===== src/rtl/lsu_bus_ctrl.sv =====
// Load/store bus controller: turns an ALU effective address plus funct3 into a
// single word-bus transaction, and returns a lane-aligned, extended load result.

// Per-byte-lane enable and store data for one lane of the 32-bit word bus.
module lsu_lane #(
  parameter int K = 0
) (
  input  logic [1:0]  size,
  input  logic [1:0]  lo,
  input  logic [31:0] wdata,
  output logic        be,
  output logic [7:0]  wbyte
);
  localparam logic [1:0] KL = 2'(K);

  always_comb begin
    be    = 1'b0;
    wbyte = wdata[8*K +: 8];
    case (size)
      2'b00: begin
        be    = (lo == KL);
        wbyte = wdata[7:0];
      end
      2'b01: begin
        be    = (lo[1] == KL[1]);
        wbyte = KL[0] ? wdata[15:8] : wdata[7:0];
      end
      default: begin
        be    = 1'b1;
        wbyte = wdata[8*K +: 8];
      end
    endcase
  end
endmodule

module lsu_bus_ctrl #(
  parameter int TIMEOUT = 16,
  parameter int CNT_W   = 5
) (
  input  logic        clk,
  input  logic        rst_n,
  input  logic        Start,
  input  logic        MemRead,
  input  logic        MemWrite,
  input  logic [2:0]  Funct3,
  input  logic [31:0] ALUResult,
  input  logic [31:0] WriteData,
  output logic        Busy,
  output logic        Done,
  output logic [1:0]  ErrCode,
  output logic [31:0] ReadData,
  output logic        BusReq,
  output logic        BusWE,
  output logic [31:0] BusAddr,
  output logic [3:0]  BusBE,
  output logic [31:0] BusWData,
  input  logic        BusAck,
  input  logic [31:0] BusRData
);
  localparam int NUM_LANES = 4;

  typedef enum logic [1:0] {IDLE, REQ, DONE} state_t;

  state_t                         state, nxt;
  logic [CNT_W-1:0]               cnt, cnt_inc;
  logic                           tmo;
  logic [1:0]                     lo_q;
  logic [2:0]                     f3_q;
  logic                           we_q, ld_q;
  logic                           illegal, misal, is_load;
  logic [NUM_LANES-1:0]           be_c;
  logic [NUM_LANES-1:0][7:0]      wb_c;
  logic [7:0]                     rbyte;
  logic [15:0]                    rhalf;
  logic [31:0]                    ext;

  genvar k;
  generate
    for (k = 0; k < NUM_LANES; k++) begin : g_lane
      lsu_lane #(.K(k)) u_lane (
        .size  (Funct3[1:0]),
        .lo    (ALUResult[1:0]),
        .wdata (WriteData),
        .be    (be_c[k]),
        .wbyte (wb_c[k])
      );
    end
  endgenerate

  // Access checks are made on the raw inputs in the Start cycle.
  always_comb begin
    is_load = MemRead & ~MemWrite;
    illegal = (MemRead == MemWrite)
            | (MemRead & ((Funct3 == 3'b011) | (Funct3[2:1] == 2'b11)))
            | (MemWrite & Funct3[2]);
    misal   = ((Funct3[1:0] == 2'b01) & ALUResult[0])
            | ((Funct3[1:0] == 2'b10) & (ALUResult[1:0] != 2'b00));
  end

  // Timeout fires on the TIMEOUT-th ack-less REQ cycle; an ack in that same cycle wins.
  always_comb begin
    cnt_inc = cnt + 1'b1;
    tmo     = (TIMEOUT != 0) && (cnt_inc == CNT_W'(TIMEOUT));
  end

  always_comb begin
    rbyte = BusRData[{lo_q, 3'b000} +: 8];
    rhalf = lo_q[1] ? BusRData[31:16] : BusRData[15:0];
    case (f3_q)
      3'b000:  ext = {{24{rbyte[7]}}, rbyte};
      3'b001:  ext = {{16{rhalf[15]}}, rhalf};
      3'b100:  ext = {24'h0, rbyte};
      3'b101:  ext = {16'h0, rhalf};
      default: ext = BusRData;
    endcase
  end

  always_ff @(posedge clk) begin
    if (!rst_n) state <= IDLE;
    else        state <= nxt;
  end

  always_comb begin
    nxt    = state;
    Busy   = (state != IDLE);
    Done   = (state == DONE);
    BusReq = (state == REQ);
    BusWE  = (state == REQ) & we_q;
    case (state)
      IDLE:    if (Start) nxt = (illegal | misal) ? DONE : REQ;
      REQ:     if (BusAck | tmo) nxt = DONE;
      DONE:    nxt = IDLE;
      default: nxt = IDLE;
    endcase
  end

  always_ff @(posedge clk) begin
    if (!rst_n) begin
      cnt      <= '0;
      lo_q     <= '0;
      f3_q     <= '0;
      we_q     <= 1'b0;
      ld_q     <= 1'b0;
      ErrCode  <= 2'b00;
      ReadData <= '0;
      BusAddr  <= '0;
      BusBE    <= '0;
      BusWData <= '0;
    end else begin
      case (state)
        IDLE: if (Start) begin
          lo_q <= ALUResult[1:0];
          f3_q <= Funct3;
          we_q <= MemWrite;
          ld_q <= is_load;
          cnt  <= '0;
          if (illegal) begin
            ErrCode <= 2'b10;
            if (is_load) ReadData <= '0;
          end else if (misal) begin
            ErrCode <= 2'b01;
            if (is_load) ReadData <= '0;
          end else begin
            ErrCode  <= 2'b00;
            BusAddr  <= {ALUResult[31:2], 2'b00};
            BusBE    <= be_c;
            BusWData <= wb_c;
          end
        end
        REQ: begin
          if (BusAck) begin
            ErrCode <= 2'b00;
            if (ld_q) ReadData <= ext;
          end else if (tmo) begin
            ErrCode <= 2'b11;
            if (ld_q) ReadData <= '0;
          end else begin
            cnt <= cnt_inc;
          end
        end
        default: ;
      endcase
    end
  end
endmodule

===== config.mk =====
export PLATFORM = sky130hd
export DESIGN_NAME = lsu_bus_ctrl
export DESIGN_NICKNAME = d
export VERILOG_FILES = /design/src/rtl/lsu_bus_ctrl.sv
export SDC_FILE = /design/constraint.sdc
export NUM_CORES = 1
export LEC_CHECK = 0
export BUFFER_PORTS_ARGS = -buffer_cell sky130_fd_sc_hd__buf_2
export CORE_ASPECT_RATIO = 0.9
export CORE_MARGIN = 1
export CORE_UTILIZATION = 55
export CTS_BUF_LIST = sky130_fd_sc_hd__clkbuf_8
export CTS_CLUSTER_DIAMETER = 200
export CTS_CLUSTER_SIZE = 14
export DETAILED_ROUTE_END_ITERATION = 8
export PLACE_DENSITY = 0.88
export SYNTH_ARGS = -nofsm -noshare
export SYNTH_HDL_FRONTEND = slang
export SYNTH_SLANG_ARGS = --single-unit

===== constraint.sdc =====
create_clock -name clk -period 2.8 [get_ports clk]
set_input_delay 0.56 -clock clk [delete_from_list [all_inputs] [get_ports clk]]
set_output_delay 0.56 -clock clk [all_outputs]
set_load 0.05 [all_outputs]

==> results.md, run 1 <==
* Run status: finished, final reports clean
* DRC viols at 0
* Register-to-register setup slack at 0.39 ns
* Number of clock buffers inserted by TritonCTS at 17
* Critical Path Fanout Max at 32
* Setup-failing EPs final at 0
* Final HPWL DP at 10500 µm
* GP Congestion at 0.865
* Vias in the first global route at 5193
* Share of the yosys chip area belonging to registers at 40.9%
* Worst hold-check path type: in2reg
* Post-synthesis area per instance at 8.79 µm²
* Number of top-level pins at 211
* Initial DRC count at 250
* Count of vias placed by the detailed router at 5361
* Number of hold-slack violations in the final timing report at 0
* Minimum clock period after layout at 2.41 ns
* Clk slew on worst S/H paths at 0.07 ns
* Final-layout setup total negative slack at 0 ns
* Synth Cell Area at 0.00558 mm²
* Depth of the CTS H-tree at 4
* Drt wl/cell at 16.0 µm
* Post-placement cell area at 0.00653 mm²
* Wire length of the first global-routing pass at 24500 µm
* Count of inserted antenna diode cells at 0
* Largest net degree at the start of global routing at 116
* Data arrival time of the critical path at 2.76 ns
* Cell with the most instances after synthesis: sky130_fd_sc_hd__nand2_1
* Share of the clock period used by the worst path at 86.0%
* Leading area contributor after synthesis: sky130_fd_sc_hd__dfxtp_1
* Share of the synthesized area in the top cell type at 40.9%
* Buffer cell driving the clock tree root: sky130_fd_sc_hd__clkbuf_8
* Synthesized-area fraction occupied by ao, oa, aoi and oai cells at 21.6%
* Number of buffer cells added on primary ports at 208
* Number of synthesized register bits at 114
* Utilization after layout at 71.7%
* Sort of element at the start of the critical path: flop
* CTS Hold Bufs at 0
* XOR/XNOR Fraction of Synth Area at 0%
* CORE AREA at 0.00974 mm²
* Primary FF master, synth: sky130_fd_sc_hd__dfxtp_1
* Final design area excluding fillers at 0.00699 mm²
* Dpl cells at 924
* Initial antenna violation count at 0
* Slew @ Worst Pin at 1.18 ns
* Post-CTS setup buffers at 0
* DRT antenna net count at 0
* Area share of and/or/nand/nor cells after synthesis at 17.7%
* Synthesized instance count at 635
* Main combinational cell family by area after synthesis: compound AO/OA/AOI/OAI gates
* Overall die width at 108 µm
* Worst hold slack after final layout at 0.373 ns
* Total chip power at 4.28 mW
* Post-Route Skew at 0.0107 ns
* Die Height at 97.6 µm
* Classification of the worst setup path: reg2reg
* Maximum vdd drop at 0.000511 V
* Clock tree from TritonCTS: done
* Post-route worst setup slack at 0.393 ns
* Area added between synthesis and finish at 25.2%
* Fmax at 415 MHz
* Via/cell ratio at 5.61
* Initial cell density of the core at 57.3%
* Latest clock arrival within the worst-skew pair at 0.43 ns
* Placement Setup Slack at 0.375 ns
* Leading cell types by count after synthesis: sky130_fd_sc_hd__nand2_1, sky130_fd_sc_hd__dfxtp_1, sky130_fd_sc_hd__mux2i_1, sky130_fd_sc_hd__a21boi_0, sky130_fd_sc_hd__o21ai_0
* Worst-case headroom to the max-slew limit at 20.8%
* Type of destination of the critical path: flop
* Max capacitance violation total at 0
* GRT Residual Overflow at 0
* Power per cell area at 613 mW/mm²
* RSZ-0062 raised after global routing: no
* Number of enable-type register cells in the synthesized netlist at 0
* Detailed-router iteration count before antenna repair at 5
* Async set-or-reset flop fraction in the synthesized netlist at 0%
* Area of the die at 0.0106 mm²
* Total Wirelength at 15300 µm
* Number of clock sinks at 114
* Share of post-route cells with drive strength above 1 at 31.5%
* LEAKAGE at 3.28 nW
* Unique cell type count in the Yosys netlist at 56
* WP data required at 3.15 ns
* Buffers from clock root to sink, at most at 2
* Placement Rows at 34
* Final Slew Violations at 0
* Total GRT Usage at 29.4%
* Net count reported at finish at 924
* Synthesized-area fraction occupied by adder cells at 0.449%
* Number of standard cells in the layout, taps in and fillers out at 955
* Multiplexer share of the synthesized area at 12.2%
* Count of cells resized by post-cts repair at 0
* Yosys warns at 0
* Synth top area cells: sky130_fd_sc_hd__dfxtp_1, sky130_fd_sc_hd__mux2i_1, sky130_fd_sc_hd__nand2_1
[path summary, 6_finish.rpt]
kind	startpoint	endpoint	cells after the start
max	state[0]$_SDFFE_PN0P_	ReadData[12]$_SDFFE_PN0P_	5
max reg2reg	state[0]$_SDFFE_PN0P_	ReadData[12]$_SDFFE_PN0P_	5
min	ALUResult[10]	BusAddr[10]$_SDFFE_PN0P_	3
min reg2reg	ReadData[7]$_SDFFE_PN0P_	ReadData[7]$_SDFFE_PN0P_	2
[critical path, cell delays in order (launching register included)]
cell and delay [ns]:
sky130_fd_sc_hd__dfxtp_1 0.53, sky130_fd_sc_hd__nand2b_4 0.10, sky130_fd_sc_hd__clkinv_1 0.18, sky130_fd_sc_hd__and3_1 0.93, sky130_fd_sc_hd__o221ai_1 0.33, sky130_fd_sc_hd__mux2i_1 0.24
[sequential cells by signal (all words and copies together) (netlist names)]
signal / cells
we_q: 1
cnt: 5
BusWData: 32
BusBE: 4
f3_q: 3
state: 2
lo_q: 2
ErrCode: 2
BusAddr: 30
ld_q: 1
ReadData: 32
[per-layer routing]
layer  up-vias  global-route usage, %  share of wire [%]
li1       2574                      -                  -
met1      2492                   35.4                 42
met2       264                   48.1                 47
met3        31                   9.79                9.0
met4         0                   11.1                2.0
met5         -                      0                  0
[cells by family after synthesis]
logic type      Yosys count
simple gates            231
compound gates          156
flops                   114
mux                      68
buf+inv                  63
fa+ha+maj                 2
other cells               1
[cell type report]
type                            count  area, µm²
Tap cell                          126        158
Clock buffer                       20        275
Fill cell                         726       2760
Multi-Input combinational cell    459       2910
Sequential cell                   114       2280
Clock inverter                     11        184
Timing Repair Buffer              216       1140
Inverter                            9       33.8
[power by group]
part / leakage [nW] / total (mW) / internal [mW] / switching [mW]
Combinational: 2.13 / 0.744 / 0.240 / 0.504
Sequential: 0.924 / 1.73 / 1.68 / 0.0420
Clock: 0.232 / 1.81 / 1.12 / 0.693
[cell usage in the layout, fill, tap and decap left out, types with 3 or more instances in the layout]
| cell | n |
|---|---|
| sky130_fd_sc_hd__o211ai_1 | 18 |
| sky130_fd_sc_hd__nor3_1 | 4 |
| sky130_fd_sc_hd__buf_12 | 3 |
| sky130_fd_sc_hd__o221ai_1 | 7 |
| sky130_fd_sc_hd__o21ai_0 | 27 |
| sky130_fd_sc_hd__clkbuf_8 | 20 |
| sky130_fd_sc_hd__dfxtp_1 | 114 |
| sky130_fd_sc_hd__nor2b_1 | 9 |
| sky130_fd_sc_hd__o2111ai_1 | 7 |
| sky130_fd_sc_hd__clkinv_2 | 3 |
| sky130_fd_sc_hd__nand2_1 | 171 |
| sky130_fd_sc_hd__buf_2 | 207 |
| sky130_fd_sc_hd__and2_1 | 3 |
| sky130_fd_sc_hd__a21boi_1 | 5 |
| sky130_fd_sc_hd__a21oi_1 | 3 |
| sky130_fd_sc_hd__o21ai_1 | 3 |
| sky130_fd_sc_hd__buf_4 | 6 |
| sky130_fd_sc_hd__o211a_1 | 22 |
| sky130_fd_sc_hd__o22ai_1 | 7 |
| sky130_fd_sc_hd__nand2b_1 | 3 |
| sky130_fd_sc_hd__nor2_1 | 14 |
| sky130_fd_sc_hd__bufinv_16 | 5 |
| sky130_fd_sc_hd__inv_1 | 9 |
| sky130_fd_sc_hd__a21boi_0 | 43 |
| sky130_fd_sc_hd__mux2i_1 | 66 |
| sky130_fd_sc_hd__nand3_1 | 12 |
(Power assumes the default switching activity.)
==> run 2: changes to the inputs <==
Settings changed: ABC_AREA set to 1, SYNTH_HIERARCHICAL set to 1.
Clock period 2.8 ns to 2.85 ns, I/O delays scaled along.
==> results.md, run 2 <==
* Synthesized-area fraction occupied by ao, oa, aoi and oai cells at 11.4% (-10 points)
* Largest net degree at the start of global routing at 69 (-41%)
* Number of synthesized register bits at 114 (unchanged)
* Classification of the worst setup path: reg2reg
* Initial antenna violation count at 1 (+1)
* Power per cell area at 632 mW/mm² (+3.1%)
* Number of enable-type register cells in the synthesized netlist at 0 (unchanged)
* Hold Startpoint: ALUResult[3]
* Area of the die at 0.0109 mm² (+3.7%)
* DRC viols at 0 (unchanged)
* Worst hold-check path type: in2reg
* Number of clock sinks at 114 (unchanged)
* Synth top area cells: sky130_fd_sc_hd__dfxtp_1, sky130_fd_sc_hd__nand2_1, sky130_fd_sc_hd__nand3_1
* Vias in the first global route at 5742 (+11%)
* Total chip power at 4.58 mW (+7.0%)
* Share of post-route cells with drive strength above 1 at 25.9% (-5.6 points)
* Most common library cell in the layout ignoring fill and taps: sky130_fd_sc_hd__nand2_1
* DRT antenna net count at 0 (unchanged)
* Share of the synthesized area in the top cell type at 39.4% (-1.5 points)
* Total GRT Usage at 30.7% (+1.4 points)
* Clk slew on worst S/H paths at 0.07 ns (about the same)
* Main combinational cell family by area after synthesis: simple AND/OR/NAND/NOR gates
* Synthesized-area fraction occupied by adder cells at 0.432% (-0.016 points)
* Clock tree from TritonCTS: done
* Number of buffer cells added on primary ports at 208 (unchanged)
* CTS Hold Bufs at 0 (unchanged)
* Sort of element at the start of the critical path: flop
* Detailed-router iteration count before antenna repair at 5 (unchanged)
* Buffers from clock root to sink, at most at 2 (unchanged)
* Leading area contributor after synthesis: sky130_fd_sc_hd__dfxtp_1
* Synthesized instance count at 898 (+41%)
* Initial cell density of the core at 56.5% (-0.75 points)
* XOR/XNOR Fraction of Synth Area at 0% (unchanged)
* Post-Route Skew at 0.0103 ns (-0.000393 ns)
* Total Wirelength at 16600 µm (+8.3%)
* Final-layout setup total negative slack at 0 ns (unchanged)
* Number of hold-slack violations in the final timing report at 0 (unchanged)
* Slew @ Worst Pin at 0.684 ns (-0.496 ns)
* GRT Residual Overflow at 0 (unchanged)
* Worst hold slack after final layout at 0.391 ns (+0.0182 ns)
* Setup-failing EPs final at 0 (unchanged)
* Number of clock buffers inserted by TritonCTS at 17 (unchanged)
* RSZ-0062 raised after global routing: no
* Type of destination of the critical path: flop
* Minimum clock period after layout at 2.00 ns (-0.403 ns)
* Maximum vdd drop at 0.000525 V (+2.7%)
* Run status: finished, final reports clean
* Yosys warns at 6 (+6)
* Count of cells resized by post-cts repair at 0 (unchanged)
* Count of vias placed by the detailed router at 6412 (+20%)
* Leading cell types by count after synthesis: sky130_fd_sc_hd__nand2_1, sky130_fd_sc_hd__nor2_1, sky130_fd_sc_hd__dfxtp_1, sky130_fd_sc_hd__nand3_1, sky130_fd_sc_hd__a21oi_1
* GP Congestion at 0.890 (+2.9%)
* Unique cell type count in the Yosys netlist at 31 (-45%)
* Share of the yosys chip area belonging to registers at 39.4% (-1.5 points)
* Depth of the CTS H-tree at 4 (unchanged)
* Post-CTS setup buffers at 0 (unchanged)
* Post-route worst setup slack at 0.847 ns (+0.453 ns)
* Placement Setup Slack at 0.642 ns (+0.267 ns)
* Multiplexer share of the synthesized area at 0% (-12 points)
* Wire length of the first global-routing pass at 26300 µm (+7.5%)
* Area share of and/or/nand/nor cells after synthesis at 39.0% (+21 points)
* Die Height at 99.4 µm (+1.8%)
* Commonest non-fill, non-tap cells in the layout: sky130_fd_sc_hd__nand2_1, sky130_fd_sc_hd__buf_2, sky130_fd_sc_hd__nor2_1, sky130_fd_sc_hd__dfxtp_1, sky130_fd_sc_hd__nand3_1
* Share of the clock period used by the worst path at 70.3% (-16 points)
* Max capacitance violation total at 0 (unchanged)
* Cell with the most instances after synthesis: sky130_fd_sc_hd__nand2_1
* Final HPWL DP at 11400 µm (+8.5%)
* Initial DRC count at 615 (+150%)
* Buffer cell driving the clock tree root: sky130_fd_sc_hd__clkbuf_8
* Critical Path Fanout Max at 44 (+38%)
* Reg-to-reg startpoint: cnt[0]$_SDFFE_PN0P_
* Fmax at 499 MHz (+20%)
* Post-placement cell area at 0.00678 mm² (+3.8%)
* Synth Cell Area at 0.00579 mm² (+3.8%)
* CORE AREA at 0.0102 mm² (+5.2%)
* Via/cell ratio at 5.26 (-6.4%)
* CP startpoint: cnt[0]$_SDFFE_PN0P_
* Latest clock arrival within the worst-skew pair at 0.44 ns (about the same)
* Largest registers: BusWData x32, ReadData x32, BusAddr x30
* Worst-case headroom to the max-slew limit at 54.4% (+34 points)
* Primary FF master, synth: sky130_fd_sc_hd__dfxtp_1
* Net count reported at finish at 1184 (+28%)
* Overall die width at 110 µm (+1.9%)
* WP data required at 3.19 ns (+0.04 ns)
* Placement Rows at 35 (+2.9%)
* LEAKAGE at 3.64 nW (+11%)
* Async set-or-reset flop fraction in the synthesized netlist at 0% (unchanged)
* Area added between synthesis and finish at 25.1% (about the same)
* Post-synthesis area per instance at 6.45 µm² (-27%)
* Final Slew Violations at 0 (unchanged)
* Number of top-level pins at 211 (unchanged)
* Data arrival time of the critical path at 2.34 ns (-0.42 ns)
* Final design area excluding fillers at 0.00725 mm² (+3.8%)
* Drt wl/cell at 13.6 µm (-15%)
[run 2: cell count changes in the layout (fill, tap and decap cells not counted), moves of 43 or more]
cell                       previous run  this run
sky130_fd_sc_hd__a21boi_0            43         0
sky130_fd_sc_hd__a21oi_1              3        94
sky130_fd_sc_hd__mux2i_1             66         0
sky130_fd_sc_hd__nand2_1            171       274
sky130_fd_sc_hd__nand3_1             12       106
sky130_fd_sc_hd__nor2_1              14       130
[run 2: cell families after synthesis]
| family | count (synthesis) |
|---|---|
| AOI/OAI and AO/OA | 127 |
| adders and majority gates | 2 |
| buffers and inverters | 118 |
| DFF | 114 |
| other | 1 |
| and+or+nand+nor | 536 |
[run 2: area by class of cell]
cell class              instances  area [µm²]
diodes                          1        2.50
clock buffers                  19         262
clock inverters                13         208
fillers                       904        3000
inverters                      57         219
multi-input cells             667        2960
flip-flops and latches        114        2280
well taps                     129         161
repair buffers                220        1160
[run 2: through the flow]
stage	cells	util, %
2_1_floorplan	899	-
3_3_place_gp	1187	66.1
3_5_place_dp	1187	66.1
4_1_cts	1219	70.7
5_1_grt	1220	70.7
6_report	1220	70.7
[run 2: path summary, 6_finish.rpt]
path	endpoint	slack (ns)	cells after the start
min	BusAddr[3]$_SDFFE_PN0P_	0.39	3
max reg2reg	ReadData[14]$_SDFFE_PN0P_	0.85	10
max	ReadData[14]$_SDFFE_PN0P_	0.85	10
min reg2reg	BusAddr[28]$_SDFFE_PN0P_	0.46	2
[run 2: report_power, final]
group	switching, mW	total [mW]	internal, mW
Sequential	0.0593	1.75	1.69
Clock	0.693	1.78	1.09
Combinational	0.763	1.05	0.289
[run 2: worst max-delay path, cell delays in order, from the launching register on]
cell                      delay, ns
sky130_fd_sc_hd__dfxtp_1       0.42
sky130_fd_sc_hd__ha_1          0.21
sky130_fd_sc_hd__nand3_1       0.12
sky130_fd_sc_hd__nand2_1       0.09
sky130_fd_sc_hd__nand2_1       0.08
sky130_fd_sc_hd__nor2_2        0.24
sky130_fd_sc_hd__nor2_4        0.07
sky130_fd_sc_hd__nor2_8        0.41
sky130_fd_sc_hd__nand2_1       0.11
sky130_fd_sc_hd__nand2_1       0.10
sky130_fd_sc_hd__nor2_1        0.04
[run 2: metal layers]
metal / vias up / GRT usage (%) / part of all wire (%)
met5: - / 0 / 0
met4: 0 / 11.1 / 2.2
met3: 40 / 10.5 / 9.1
met2: 309 / 48.4 / 47
met1: 2858 / 38.9 / 42
li1: 3205 / - / -
==> run 3: changes to the inputs <==
Settings changed: CORE_UTILIZATION 55 to 47, PLACE_DENSITY 0.88 to 0.79.
Clock period 2.85 ns to 1.8 ns, I/O delays scaled along.
==> results.md, run 3 (synthesis gave the netlist of run 2 again) <==
* Wire length of the first global-routing pass at 27600 µm (+4.9%)
* GRT Residual Overflow at 0 (unchanged)
* DRC viols at 0 (unchanged)
* Largest net degree at the start of global routing at 69 (unchanged)
* Minimum clock period after layout at 1.77 ns (-0.237 ns)
* Initial cell density of the core at 48.1% (-8.4 points)
* Largest registers: BusWData x32, ReadData x32, BusAddr x30
* Area added between synthesis and finish at 31.1%
* Share of post-route cells with drive strength above 1 at 28.6% (+2.7 points)
* GP Congestion at 0.902 (+1.4%)
* Total Wirelength at 18000 µm (+8.3%)
* Net count reported at finish at 1214 (+2.5%)
* Post-route worst setup slack at 0.0331 ns (-0.813 ns)
* Total GRT Usage at 27.3% (-3.4 points)
* Setup-failing EPs final at 0 (unchanged)
* Clk slew on worst S/H paths at 0.07 ns (about the same)
* Run status: finished, final reports clean
* Via/cell ratio at 5.18 (-1.5%)
* Number of top-level pins at 211 (unchanged)
* CORE AREA at 0.0120 mm² (+17%)
* Clock tree from TritonCTS: done
* Depth of the CTS H-tree at 4 (unchanged)
* DRT antenna net count at 0 (unchanged)
* Classification of the worst setup path: reg2reg
* Number of clock buffers inserted by TritonCTS at 17 (unchanged)
* Maximum vdd drop at 0.000595 V (+13%)
* Power per cell area at 927 mW/mm² (+47%)
* Count of vias placed by the detailed router at 6628 (+3.4%)
* Count of inserted antenna diode cells at 0 (-1)
* Number of buffer cells added on primary ports at 208 (unchanged)
* Initial DRC count at 584 (-5.0%)
* Final HPWL DP at 12200 µm (+6.5%)
* Fmax at 566 MHz (+13%)
* Most common library cell in the layout ignoring fill and taps: sky130_fd_sc_hd__nand2_1
* Number of hold-slack violations in the final timing report at 0 (unchanged)
* Number of standard cells in the layout, taps in and fillers out at 1280 (+4.9%)
* Reg-to-reg startpoint: cnt[1]$_SDFFE_PN0P_
* Sort of element at the start of the critical path: flop
* Critical Path Fanout Max at 6 (-86%)
* Dpl cells at 1238 (+4.3%)
* Detailed-router iteration count before antenna repair at 5 (unchanged)
* Buffers from clock root to sink, at most at 2 (unchanged)
* Hold Startpoint: ALUResult[4]
* Placement Setup Slack at -0.131 ns (-0.773 ns)
* LEAKAGE at 3.80 nW (+4.4%)
* Worst hold slack after final layout at 0.191 ns (-0.199 ns)
* Final design area excluding fillers at 0.00759 mm² (+4.8%)
* Worst hold-check path type: in2reg
* RSZ-0062 raised after global routing: yes
* Placement Rows at 38 (+8.6%)
* Number of clock sinks at 114 (unchanged)
* CP startpoint: cnt[1]$_SDFFE_PN0P_
* WP data required at 2.17 ns (-1.02 ns)
* Drt wl/cell at 14.0 µm (+3.2%)
* Area of the die at 0.0128 mm² (+17%)
* Data arrival time of the critical path at 2.14 ns (-0.20 ns)
* Final Slew Violations at 0 (unchanged)
* Final-layout setup total negative slack at 0 ns (unchanged)
* Post-placement cell area at 0.00702 mm² (+3.5%)
* Commonest non-fill, non-tap cells in the layout: sky130_fd_sc_hd__nand2_1, sky130_fd_sc_hd__buf_2, sky130_fd_sc_hd__nor2_1, sky130_fd_sc_hd__dfxtp_1, sky130_fd_sc_hd__nand3_1
* Overall die width at 119 µm (+8.0%)
* Die Height at 107 µm (+8.0%)
* Utilization after layout at 63.1% (-7.6 points)
* Buffer cell driving the clock tree root: sky130_fd_sc_hd__clkbuf_8
* Type of destination of the critical path: flop
* Latest clock arrival within the worst-skew pair at 0.43 ns (about the same)
* Post-Route Skew at 0.0117 ns (+0.00138 ns)
* Total chip power at 7.04 mW (+54%)
* Share of the clock period used by the worst path at 98.2% (+28 points)
* Initial antenna violation count at 0 (-1)
* Vias in the first global route at 5717 (-0.44%)
* Max capacitance violation total at 0 (unchanged)
-- run 3: changes by cell type in the layout (fill, tap and decap cells not counted), moves of 2 or more --
cell,delta
sky130_fd_sc_hd__buf_4,+18
sky130_fd_sc_hd__buf_12,+6
sky130_fd_sc_hd__nor2_4,+5
sky130_fd_sc_hd__nand2_1,-3
sky130_fd_sc_hd__clkinv_2,+5
sky130_fd_sc_hd__clkinv_4,-2
sky130_fd_sc_hd__bufinv_16,-2
sky130_fd_sc_hd__dfxtp_1,-3
sky130_fd_sc_hd__nand2_2,+2
sky130_fd_sc_hd__dfxtp_2,+3
-- run 3: path summary, 6_finish.rpt --
path | end | slack [ns] | cells past startpoint
max | ReadData[2]$_SDFFE_PN0P_ | 0.03 | 13
min | BusAddr[4]$_SDFFE_PN0P_ | 0.19 | 3
max reg2reg | ReadData[2]$_SDFFE_PN0P_ | 0.03 | 13
min reg2reg | BusAddr[25]$_SDFFE_PN0P_ | 0.46 | 2
-- run 3: report_power, final --
part	internal [mW]	switching, mW	total (mW)
Clock	1.42	1.06	2.48
Combinational	0.536	1.27	1.80
Sequential	2.67	0.0870	2.76
-- run 3: repair_timing --
action                                  in CTS  in global routing
endpoints found under the setup margin      22                 38
setup buffers                                0                  4
resized for setup                            0                 15
gates cloned                                 2                  4
hold buffers                                 0                  0
pin swaps                                    2                 11
-- run 3: cell type report --
type | instances | area (µm²)
Clock inverter | 13 | 143
Fill cell | 1132 | 4430
Tap cell | 160 | 200
Clock buffer | 19 | 262
Inverter | 57 | 219
Multi-Input combinational cell | 672 | 3050
Timing Repair Buffer | 245 | 1440
Sequential cell | 114 | 2290
-- run 3: routing by layer --
layer	track usage, %	share of wire, %	vias up
met2	45.1	48	338
met1	33.6	40	2954
met3	7.47	9.0	58
met4	11.3	2.8	0
li1	-	-	3278
met5	0	0	-
-- run 3: worst max-delay path: stages (launching register included) --
cell and delay [ns]:
sky130_fd_sc_hd__dfxtp_2 0.36, sky130_fd_sc_hd__ha_4 0.15, sky130_fd_sc_hd__nand2_2 0.06, sky130_fd_sc_hd__nor2_2 0.13, sky130_fd_sc_hd__nand2_1 0.07, sky130_fd_sc_hd__nand2_2 0.10
sky130_fd_sc_hd__nor2_4 0.05, sky130_fd_sc_hd__nor2_4 0.20, sky130_fd_sc_hd__buf_12 0.17, sky130_fd_sc_hd__nor2_4 0.06, sky130_fd_sc_hd__buf_12 0.14, sky130_fd_sc_hd__nand2_1 0.06
sky130_fd_sc_hd__nand2_1 0.05, sky130_fd_sc_hd__nor2_1 0.11
